==> src/rtl/timer_ctrl.sv <==
// Sequencing controller for the hh:mm:ss countdown datapath.
// Decodes keypad digit entry, gates the 1 Hz tick, handles pause and alarm.
module timer_ctrl #(
  parameter int CLK_HZ    = 1000,
  parameter int ALARM_SEC = 5
) (
  input  logic       clk,
  input  logic       rst_n,
  input  logic       dip_sw,
  input  logic [9:0] keypad,
  input  logic       cnt_zero,
  output logic       cnt_clr,
  output logic       wr_en,
  output logic [2:0] wr_idx,
  output logic [3:0] wr_val,
  output logic       tick,
  output logic       alarm,
  output logic       blink,
  output logic [2:0] state
);

  localparam int PW = (CLK_HZ > 1) ? $clog2(CLK_HZ) : 1;
  localparam int SW = (ALARM_SEC > 0) ? $clog2(ALARM_SEC + 1) : 1;
  localparam logic [PW-1:0] TERM    = PW'(CLK_HZ - 1);
  localparam logic [PW-1:0] HALF_M1 = PW'(CLK_HZ / 2 - 1);
  localparam logic [SW-1:0] SEC_LST = SW'(ALARM_SEC - 1);

  typedef enum logic [2:0] {
    S_IDLE  = 3'd0,
    S_ENTRY = 3'd1,
    S_ARMED = 3'd2,
    S_RUN   = 3'd3,
    S_PAUSE = 3'd4,
    S_ALARM = 3'd5
  } state_e;

  state_e        state_q, state_d;
  logic [9:0]    kp_prev_q, kp_prev_d;
  logic [2:0]    entry_q, entry_d;
  logic [PW-1:0] presc_q, presc_d;
  logic [SW-1:0] sec_q, sec_d;
  logic          clr_q, clr_d;
  logic          wr_en_q, wr_en_d;
  logic [2:0]    idx_q, idx_d;
  logic [3:0]    val_q, val_d;
  logic          tick_q, tick_d;
  logic          alarm_q, alarm_d;
  logic          blink_q, blink_d;

  logic          one_hot;
  logic          kp_edge;
  logic [3:0]    key_idx;
  logic          p_term;
  logic [PW-1:0] p_nxt;

  always_comb begin
    key_idx = '0;
    for (int i = 0; i < 10; i++) begin
      if (keypad[i]) key_idx = 4'(i);
    end
  end

  assign one_hot = (keypad != '0) &&
                   ((keypad & (keypad - 10'd1)) == '0);
  assign kp_edge = one_hot && (kp_prev_q == '0);
  assign p_term  = (presc_q == TERM);
  assign p_nxt   = p_term ? '0 : presc_q + PW'(1);

  always_comb begin
    state_d   = state_q;
    kp_prev_d = keypad;
    entry_d   = entry_q;
    presc_d   = presc_q;
    sec_d     = sec_q;
    clr_d     = 1'b0;
    wr_en_d   = 1'b0;
    idx_d     = '0;
    val_d     = '0;
    tick_d    = 1'b0;
    blink_d   = blink_q;
    unique case (state_q)
      S_IDLE: begin
        if (dip_sw) begin
          state_d = S_ENTRY;
          clr_d   = 1'b1;
          entry_d = '0;
        end
      end
      S_ENTRY: begin
        if (!dip_sw) begin
          state_d = S_IDLE;
          clr_d   = 1'b1;
          entry_d = '0;
        end else if (kp_edge) begin
          wr_en_d = 1'b1;
          idx_d   = entry_q;
          val_d   = key_idx;
          if (entry_q == 3'd5) begin
            entry_d = '0;
            state_d = S_ARMED;
          end else begin
            entry_d = entry_q + 3'd1;
          end
        end
      end
      S_ARMED: begin
        if (!dip_sw) begin
          state_d = S_RUN;
          presc_d = '0;
        end
      end
      S_RUN: begin
        // the terminal tick is never lost to a pause request
        if (p_term) begin
          presc_d = '0;
          if (cnt_zero) begin
            state_d = S_ALARM;
            sec_d   = '0;
          end else begin
            tick_d = 1'b1;
            if (dip_sw) state_d = S_PAUSE;
          end
        end else if (dip_sw) begin
          state_d = S_PAUSE;
        end else begin
          presc_d = p_nxt;
        end
      end
      S_PAUSE: begin
        if (!dip_sw) begin
          state_d = S_RUN;
        end else if (kp_edge) begin
          state_d = S_ENTRY;
          clr_d   = 1'b1;
          entry_d = '0;
        end
      end
      S_ALARM: begin
        presc_d = p_nxt;
        if (kp_edge || dip_sw) begin
          state_d = S_IDLE;
        end else begin
          if (presc_q == HALF_M1 || p_term) blink_d = ~blink_q;
          if (p_term) begin
            if (sec_q == SEC_LST) state_d = S_IDLE;
            else sec_d = sec_q + SW'(1);
          end
        end
      end
      default: state_d = S_IDLE;
    endcase
    alarm_d = (state_d == S_ALARM);
    if (state_d != S_ALARM) blink_d = 1'b0;
  end

  always_ff @(posedge clk or negedge rst_n) begin
    if (!rst_n) begin
      state_q   <= S_IDLE;
      kp_prev_q <= '0;
      entry_q   <= '0;
      presc_q   <= '0;
      sec_q     <= '0;
      clr_q     <= 1'b0;
      wr_en_q   <= 1'b0;
      idx_q     <= '0;
      val_q     <= '0;
      tick_q    <= 1'b0;
      alarm_q   <= 1'b0;
      blink_q   <= 1'b0;
    end else begin
      state_q   <= state_d;
      kp_prev_q <= kp_prev_d;
      entry_q   <= entry_d;
      presc_q   <= presc_d;
      sec_q     <= sec_d;
      clr_q     <= clr_d;
      wr_en_q   <= wr_en_d;
      idx_q     <= idx_d;
      val_q     <= val_d;
      tick_q    <= tick_d;
      alarm_q   <= alarm_d;
      blink_q   <= blink_d;
    end
  end

  assign cnt_clr = clr_q;
  assign wr_en   = wr_en_q;
  assign wr_idx  = idx_q;
  assign wr_val  = val_q;
  assign tick    = tick_q;
  assign alarm   = alarm_q;
  assign blink   = blink_q;
  assign state   = state_q;

endmodule

==> config.mk <==
export PLATFORM = sky130hd
export DESIGN_NAME = timer_ctrl
export DESIGN_NICKNAME = d
export VERILOG_FILES = /design/src/rtl/timer_ctrl.sv
export SDC_FILE = /design/constraint.sdc
export NUM_CORES = 1
export LEC_CHECK = 0
export ABC_AREA = 0
export CAP_MARGIN = 5
export CORE_MARGIN = 4
export CORE_UTILIZATION = 35
export DETAILED_ROUTE_END_ITERATION = 6
export PLACE_DENSITY = 0.52
export SLEW_MARGIN = 20
export SYNTH_ARGS = -nofsm -noshare
export SYNTH_HDL_FRONTEND = slang
export SYNTH_SLANG_ARGS = --single-unit
==> constraint.sdc <==
create_clock -name clk -period 5.2 [get_ports clk]
set_clock_uncertainty 0.2 [all_clocks]
set_input_delay 1.04 -clock clk [delete_from_list [all_inputs] [get_ports clk]]
set_output_delay 1.04 -clock clk [all_outputs]
set_load 0.01 [all_outputs]
==> flow_metrics.py, run 1 <==
metrics = {
    "synth": {
        "syn_area_um2": 2140,
        "synthFlopType": "dfrtp_1",
        "synth_seq_cells": 41,
        "synth-seq-area-share": 0.479,
        "synth_nets": 234,
        "syn_avg_cell_area_um2": 9.88,
        "synth_edf_count": 0,
        "synth_cells": 217,
        "ys_types": 56,
        "yosys_warnings": 0,
        "synthArstFlopShare": 1.00,
    },
    "sta": {
        "tns_ns": 0,
        "slew_violations": 0,
        "rsz0062_at_grt": "false",
        "worst_pin_slew_ns": 0.934,
        "finalCritPeriodShare": 0.668,
        "post-route-min-period_ns": 3.47,
        "timing.fmax_mhz": 288,
        "max_slew_margin": 0.377,
        "finalSetupViolations": 0,
        "hold_viol_final": 0,
    },
    "route": {
        "drc_errors": 0,
        "vias": 1696,
        "wl_per_cell_um": 15.0,
        "wl_um": 4830,
        "drt_iter0_markers": 116,
        "antenna_left": 0,
        "dr.pass1.iters": 4,
        "viasPerCell": 5.27,
    },
    "worst_setup_path": {
        "cp-end-kind": "flip-flop",
        "r2r_slack_ns": 2.82,
        "cp_num_buf_inv": 2,
        "cp.arrival_ns": 3.49,
        "crit_required_ns": 5.22,
        "cp_top_family": "simple AND/OR/NAND/NOR gates",
        "critical_path_class": "input port to flip-flop",
        "worstPathMaxFanout": 7,
        "slowest_stage": "or4_4",
        "path_cells": "clkdlybuf4s50_1 > or4_4 > a2111oi_4 > or3_2 > and3_1 > nand2_4 > clkinv_4 > nand4b_1 > a22oi_1",
        "slowest_delay_ns": 0.58,
        "start_kind": "input port",
        "reg2reg_to": "presc_q[3]",
        "r2r_start": "presc_q[0]",
        "rr_worst_depth": 7,
    },
    "placed_design": {
        "dpl-instance-area_um2": 2470,
        "place.gp.congestion": 0.774,
        "numPortBuffers": 28,
        "post-dp-hpwl_um": 3440,
    },
    "worst_hold_path": {
        "holdCritStartpoint": "presc_q[0]",
        "whs_path_depth": 1,
        "hold_end": "presc_q[0]",
        "hold_class": "flip-flop to flip-flop",
    },
    "clocking": {
        "path_clk_slew_ns": 0.08,
        "cts_made_buffers": 5,
        "post-cts-setup-buffers": 0,
        "numClockSinks": 41,
        "clock_tree.buffer_depth": 2,
        "h-tree-depth": 2,
        "cts-resized-gates": 0,
        "clk_latency_ns": 0.30,
        "cts_tree": "yes",
        "holdBufCountCts": 0,
        "cts-root-buf": "clkbuf_8",
    },
    "global_route": {
        "grt_max_degree": 42,
        "grt_pass1_wl_um": 8600,
        "track_usage": 0.146,
        "grt-ovfl-total": 0,
        "grt_pass1_vias": 1775,
        "antenna_found_initial": 0,
    },
    "die": {
        "row_count": 28,
        "die_w_um": 86.3,
        "dieArea_um2": 7440,
        "io_pins": 29,
        "initial_utilization": 0.362,
        "core_um2": 5920,
        "die_h_um": 86.3,
    },
    "run_status": {
        "outcome": "finished clean",
    },
    "job": {
        "max_cap_viol_count": 0,
    },
    "finish": {
        "syn_to_final_growth_pct": 20.8,
        "final_nets": 263,
        "most-common-layout-cells": "41 x dfrtp_1, 29 x nor2_1, 27 x clkdlybuf4s50_1",
        "seq_area_um2": 1030,
        "drive_above_1_share": 0.0972,
        "antennaDiodeCount": 0,
        "multi_input_area_um2": 1030,
        "finish.instance_area_um2": 2590,
        "nFillCells": 568,
        "final_common_cell": "dfrtp_1",
    },
    "power": {
        "powerDensity_nw_per_um2": 255,
        "finalPower_mw": 0.660,
        "p_leak_nw": 1.11,
        "ir_drop_v": 0.0000796,
    },
}
-- layout make-up --
class                      count  share of cell area
tap                           75              0.0362
sequential                    41               0.396
multi-input combinational    158               0.397
inverter                      12              0.0193
clock inverter                 1              0.0116
clock buffer                   7              0.0333
timing repair buffer          28               0.106
-- where the power goes --
part | internal, mW | leakage (nW) | switching (mW)
Clock | 0.157 | 0.0585 | 0.113
Sequential | 0.326 | 0.545 | 0.00637
Combinational | 0.0251 | 0.509 | 0.0334
Total | 0.507 | 1.11 | 0.153
-- synthesized netlist by cell type, types with 2 or more instances --
cell,count,area (um2)
ha_1,3,37.5
clkbuf_1,4,15.0
nand4_1,2,12.5
a311oi_1,2,17.5
o311a_1,2,20.0
nor2_1,29,109
o22ai_1,2,12.5
xnor2_1,4,35.0
o21ai_0,10,50.1
a21oi_1,9,45.0
a31o_2,4,35.0
nor3_1,8,40.0
or3_1,3,18.8
xor2_1,4,35.0
dfrtp_1,41,1030
inv_1,11,41.3
a211o_1,2,17.5
nor4_1,6,37.5
nor3b_1,3,22.5
nand2_1,10,37.5
nand3_1,8,40.0
a22oi_1,3,22.5
a31oi_1,3,18.8
and3b_1,2,17.5
and3_1,5,31.3
nand4b_1,3,26.3
nand3b_1,5,37.5
-- worst max-delay path by stage --
stage | slack, ns | cells after the start | from | to
3_5_place_dp | 1.42 | 9 | keypad[1] | state[1]
6_report | 1.73 | 9 | keypad[1] | state[1]
2_1_floorplan | 2.18 | 7 | keypad[0] | entry_q[0]
4_1_cts | 1.72 | 9 | keypad[1] | state[1]
3_3_place_gp | 1.39 | 9 | keypad[1] | state[1]
5_1_grt | 1.46 | 9 | keypad[5] | state[1]
-- routing by layer --
| metal | GRT usage | up-vias | wire length (um) |
|---|---|---|---|
| met5 | 0 | - | 0 |
| met4 | 0.0623 | 0 | 83 |
| met3 | 0.0276 | 7 | 175 |
| met2 | 0.221 | 29 | 2130 |
| met1 | 0.205 | 803 | 2440 |
| li1 | - | 857 | - |
-- sequential cells by signal, summed over array words and instances, names as in the netlist --
register,cells
alarm,1
kp_prev_q,10
sec_q,3
blink,1
state,3
wr_val,4
wr_idx,3
wr_en,1
presc_q,10
cnt_clr,1
tick,1
entry_q,3
-- per-stage QoR --
| step | util | hold WS (ns) | std cells | worst slack (ns) |
|---|---|---|---|---|
| 2_1_floorplan | - | 0.272 | 217 | 2.18 |
| 3_3_place_gp | 0.418 | 0.300 | 314 | 1.39 |
| 3_5_place_dp | 0.418 | 0.309 | 314 | 1.42 |
| 4_1_cts | 0.437 | 0.315 | 322 | 1.72 |
| 5_1_grt | 0.437 | 0.341 | 322 | 1.46 |
| 6_report | 0.437 | 0.310 | 322 | 1.73 |
-- logic make-up (layout without fill, tap and decap cells) --
logic type,count (synthesis),after routing,synth area share
AND/OR/NAND/NOR,92,92,0.234
multiplexers,2,2,0.00992
flip-flops,41,41,0.479
AO/OA/AOI/OAI,53,53,0.185
XOR/XNOR,8,8,0.0327
buffers and inverters,18,48,0.0420
adder cells (fa/ha/maj),3,3,0.0175
-- worst reg2reg max path, delay by kind of cell, from the launching register on --
family | cells | cell delay, ns
simple gates | 4 | 1.00
compound gates | 2 | 0.51
flops | 1 | 0.39
fa+ha+maj | 1 | 0.23
No activity file was read; power rests on OpenSTA's default activity.
==> run 2: changes to the inputs <==
==> constraint.sdc (replaced) <==
create_clock -name clk -period 3.5 [get_ports clk]
set_clock_uncertainty 0.2 [all_clocks]
set_input_delay 0.7 -clock clk [delete_from_list [all_inputs] [get_ports clk]]
set_output_delay 0.7 -clock clk [all_outputs]
set_load 0.01 [all_outputs]
==> flow_metrics.py, run 2 (synthesis results as in run 1) <==
metrics = {
    "global_route": {
        "antenna_found_initial": 0,
        "grt_max_degree": 42,
        "grt-ovfl-total": 0,
        "grt_pass1_wl_um": 8700,
        "grt_pass1_vias": 1736,
        "track_usage": 0.147,
    },
    "power": {
        "ir_drop_v": 0.000219,
        "internal-power_mw": 0.734,
        "pwr-share-seq": 0.519,
        "p_leak_nw": 1.15,
        "power_frac_comb": 0.099,
        "power_switching_mw": 0.219,
        "p_sw_frac": 0.230,
        "pwr-share-clk": 0.382,
        "powerDensity_nw_per_um2": 361,
        "finalPower_mw": 0.953,
    },
    "route": {
        "wl_per_cell_um": 15.1,
        "antenna_left": 0,
        "wl_um": 4980,
        "drt_iter0_markers": 126,
        "viasPerCell": 5.39,
        "dr.pass1.iters": 4,
        "drc_errors": 0,
        "vias": 1774,
    },
    "clocking": {
        "post-cts-setup-buffers": 0,
        "path_clk_slew_ns": 0.08,
        "cts-resized-gates": 0,
        "numClockSinks": 41,
        "cts_made_buffers": 5,
        "clk_latency_ns": 0.28,
        "holdBufCountCts": 0,
        "cts-root-buf": "clkbuf_8",
        "h-tree-depth": 2,
        "clock_tree.buffer_depth": 2,
        "cts_tree": "yes",
    },
    "worst_setup_path": {
        "worstPathMaxFanout": 7,
        "cp_top_family": "simple AND/OR/NAND/NOR gates",
        "start_kind": "input port",
        "cp.arrival_ns": 3.04,
        "cp_num_buf_inv": 2,
        "slowest_delay_ns": 0.56,
        "crit_required_ns": 3.50,
        "path_cells": "clkdlybuf4s50_1 > or4_4 > a2111oi_4 > or3_2 > and3_1 > nand2_4 > clkinv_4 > nand4b_1 > a22oi_1",
        "critical_path_class": "input port to flip-flop",
        "slowest_stage": "or4_4",
        "cp-end-kind": "flip-flop",
    },
    "sta": {
        "finalSetupViolations": 0,
        "timing.fmax_mhz": 329,
        "finalCritPeriodShare": 0.867,
        "post-route-min-period_ns": 3.04,
        "worst_pin_slew_ns": 0.933,
        "slew_violations": 0,
        "rsz0062_at_grt": "false",
        "tns_ns": 0,
        "max_slew_margin": 0.378,
        "hold_viol_final": 0,
    },
    "finish": {
        "final_common_cell": "dfrtp_1",
        "most-common-layout-cells": "41 x dfrtp_1, 29 x nor2_1, 27 x clkdlybuf4s50_1",
        "final_nets": 271,
        "syn_to_final_growth_pct": 23.0,
        "drive_above_1_share": 0.126,
        "antennaDiodeCount": 0,
    },
    "placed_design": {
        "place.gp.congestion": 0.793,
        "numPortBuffers": 28,
        "post-dp-hpwl_um": 3630,
    },
    "die": {
        "die_h_um": 86.3,
        "die_w_um": 86.3,
        "core_um2": 5920,
        "row_count": 28,
        "io_pins": 29,
        "initial_utilization": 0.362,
        "dieArea_um2": 7440,
    },
    "run_status": {
        "outcome": "finished clean",
    },
    "worst_hold_path": {
        "hold_class": "flip-flop to flip-flop",
    },
    "job": {
        "max_cap_viol_count": 0,
    },
}
## run 2: metrics by stage
stage / std cells / area, um2 / utilization / worst slack [ns] / hold WS, ns
floorplan: 217 / 2140 / - / 0.823 / 0.204
detailed placement: 322 / 2530 / 0.428 / 0.179 / 0.300
global placement: 322 / 2530 / 0.428 / 0.212 / 0.297
CTS: 329 / 2640 / 0.445 / 0.475 / 0.310
global route: 329 / 2640 / 0.445 / 0.351 / 0.328
finish: 329 / 2640 / 0.445 / 0.464 / 0.304
## run 2: cell type report
cell class | count | area, um2
inverter | 12 | 50.0
clock buffer | 5 | 68.8
fill | 583 | 3280
multi-input combinational | 158 | 1030
timing repair buffer | 36 | 335
tap | 75 | 93.8
sequential | 41 | 1030
clock inverter | 2 | 35.0
## run 2: path summary, 6_finish.rpt
| path | from | endpoint | cells after the start | slack, ns |
|---|---|---|---|---|
| max | keypad[0] | state[1] | 9 | 0.46 |
| max reg2reg | presc_q[0] | presc_q[3] | 7 | 1.09 |
| min reg2reg | presc_q[0] | presc_q[0] | 1 | 0.30 |
| min | presc_q[0] | presc_q[0] | 1 | 0.30 |
| max in group asynchronous | rst_n | presc_q[9] | 1 | 2.17 |
| min in group asynchronous | rst_n | presc_q[1] | 1 | 0.35 |
## run 2: worst register-to-register path: stages, from the launching register on
cell and delay [ns]:
dfrtp_1 0.39, ha_1 0.23, nand4_1 0.19, or3_1 0.47
o21ai_1 0.44, nand2_1 0.13, nor3b_1 0.22, a21o_1 0.10
## run 2: power by group through the flow
| stage | clock network [mW] | logic [mW] | registers [mW] |
|---|---|---|---|
| final | 0.364 | 0.0942 | 0.494 |
| after global routing | 0.404 | 0.105 | 0.496 |
| after CTS | 0.379 | 0.0956 | 0.494 |
| after detailed placement | 0 | 0.0954 | 0.504 |
| after global placement | 0 | 0.0955 | 0.504 |
| after floorplan | 0 | 0.0410 | 0.499 |
## run 2: layer usage
layer | GRT usage | part of all wire | vias up
li1 | - | - | 870
met1 | 0.209 | 0.50 | 874
met2 | 0.229 | 0.46 | 28
met3 | 0.0285 | 0.030 | 2
met4 | 0.0382 | 0.0076 | 0
met5 | 0 | 0 | -
==> run 3: changes to the inputs <==
==> constraint.sdc (replaced) <==
create_clock -name clk -period 3.2 [get_ports clk]
set_clock_uncertainty 0.2 [all_clocks]
set_input_delay 0.64 -clock clk [delete_from_list [all_inputs] [get_ports clk]]
set_output_delay 0.64 -clock clk [all_outputs]
set_load 0.01 [all_outputs]
==> flow_metrics.py, run 3 (synthesis results as in run 1) <==
metrics = {
    "clocking": {
        "clk_latency_ns": 0.30,
        "numClockSinks": 41,
        "h-tree-depth": 2,
        "path_clk_slew_ns": 0.08,
        "clock_tree.buffer_depth": 2,
        "cts_tree": "yes",
        "cts-resized-gates": 0,
        "cts-root-buf": "clkbuf_8",
        "cts_made_buffers": 5,
        "holdBufCountCts": 0,
        "post-cts-setup-buffers": 0,
    },
    "sta": {
        "hold_slack_ns": 0.271,
        "worst_pin_slew_ns": 0.935,
        "max_slew_margin": 0.376,
        "post-route-min-period_ns": 2.92,
        "slew_violations": 0,
        "rsz0062_at_grt": "false",
        "timing.fmax_mhz": 342,
        "finalSetupViolations": 0,
        "hold_viol_final": 0,
        "finalCritPeriodShare": 0.914,
    },
    "die": {
        "initial_utilization": 0.362,
        "row_count": 28,
        "dieArea_um2": 7440,
        "die_w_um": 86.3,
        "core_um2": 5920,
        "io_pins": 29,
        "die_h_um": 86.3,
    },
    "route": {
        "wl_met2_um": 2320,
        "wl_met3_um": 208,
        "top_layer_used": "met4",
        "dr.pass1.iters": 4,
        "antenna_left": 0,
        "drc_errors": 0,
        "drt_iter0_markers": 82,
        "wl_um": 5030,
        "wl_met1_um": 2430,
        "vias": 1794,
        "viasPerCell": 5.29,
        "wl_per_cell_um": 14.8,
    },
    "run_status": {
        "outcome": "finished clean",
    },
    "worst_hold_path": {
        "hold_class": "input port to asynchronous set/reset pin",
    },
    "job": {
        "max_cap_viol_count": 0,
    },
    "finish": {
        "antennaDiodeCount": 0,
        "most-common-layout-cells": "41 x dfrtp_1, 29 x nor2_1, 27 x clkdlybuf4s50_1",
        "final_common_cell": "dfrtp_1",
        "nFillCells": 568,
        "syn_to_final_growth_pct": 27.6,
        "final_nets": 280,
        "drive_above_1_share": 0.159,
        "final_util": 0.462,
    },
    "power": {
        "ir_drop_v": 0.000227,
        "powerDensity_nw_per_um2": 419,
        "p_leak_nw": 1.20,
    },
    "placed_design": {
        "place.gp.congestion": 0.724,
        "post-dp-hpwl_um": 3700,
        "numPortBuffers": 28,
    },
    "global_route": {
        "antenna_found_initial": 0,
        "track_usage": 0.154,
        "grt_pass1_vias": 1855,
        "grt-ovfl-total": 0,
        "grt_pass1_wl_um": 9000,
        "grt_max_degree": 42,
    },
    "worst_setup_path": {
        "crit_required_ns": 3.19,
        "cp.arrival_ns": 2.92,
        "worstPathMaxFanout": 7,
        "start_kind": "input port",
        "cp-end-kind": "flip-flop",
        "critical_path_class": "input port to flip-flop",
    },
}
## run 3: cell types whose count changed in the layout (fill, tap and decap cells not counted)
| cell | delta |
|---|---|
| buf_4 | +9 |
| bufinv_16 | +1 |
## run 3: layout make-up
| cell class | count | area (um2) | share of cell area |
|---|---|---|---|
| repair buffers | 45 | 403 | 0.147 |
| well taps | 75 | 93.8 | 0.0343 |
| multi-input cells | 158 | 1030 | 0.376 |
| clock buffers | 5 | 68.8 | 0.0252 |
| flip-flops and latches | 41 | 1030 | 0.375 |
| inverters | 12 | 50.0 | 0.0183 |
| clock inverters | 3 | 65.1 | 0.0238 |
## run 3: worst max-delay path, stage by stage
cell and delay [ns]:
clkdlybuf4s50_1 0.43, or4_4 0.57, a2111oi_4 0.32, or3_2 0.18
and3_1 0.35, o21ai_0 0.14, a211o_1 0.30
## run 3: worst paths after layout
check,startpoint,end,slack (ns),cells past startpoint
max,keypad[0],entry_q[0],0.28,7
min,rst_n,presc_q[1],0.27,1
max reg2reg,presc_q[0],presc_q[3],0.82,7
min reg2reg,entry_q[2],entry_q[1],0.31,1
max in group asynchronous,rst_n,entry_q[2],1.93,1
min in group clk,entry_q[2],entry_q[1],0.31,1
## run 3: power by group
| part | total [mW] | leakage, nW | internal, mW | switching (mW) |
|---|---|---|---|---|
| sequential | 0.541 | 0.545 | 0.529 | 0.0113 |
| combinational | 0.107 | 0.591 | 0.0500 | 0.0566 |
| clock | 0.498 | 0.0681 | 0.310 | 0.188 |
## run 3: routing by layer
metal / vias to the layer above / global-route usage
met2: 25 / 0.238
met3: 5 / 0.0437
met4: 0 / 0.0623
met1: 874 / 0.205
met5: - / 0
li1: 890 / -
## run 3: metrics by stage
step / TNS, ns / total power, mW / setup slack (ns) / cells / cell area, um2
3_5_place_dp: -0.191 / 0.659 / -0.0498 / 331 / 2600
5_1_grt: 0 / 1.20 / 0.0430 / 339 / 2730
6_report: 0 / 1.15 / 0.275 / 339 / 2730
4_1_cts: 0 / 1.16 / 0.267 / 339 / 2730
3_3_place_gp: -0.0119 / 0.659 / -0.00985 / 331 / 2600
2_1_floorplan: 0 / 0.591 / 0.583 / 217 / 2140
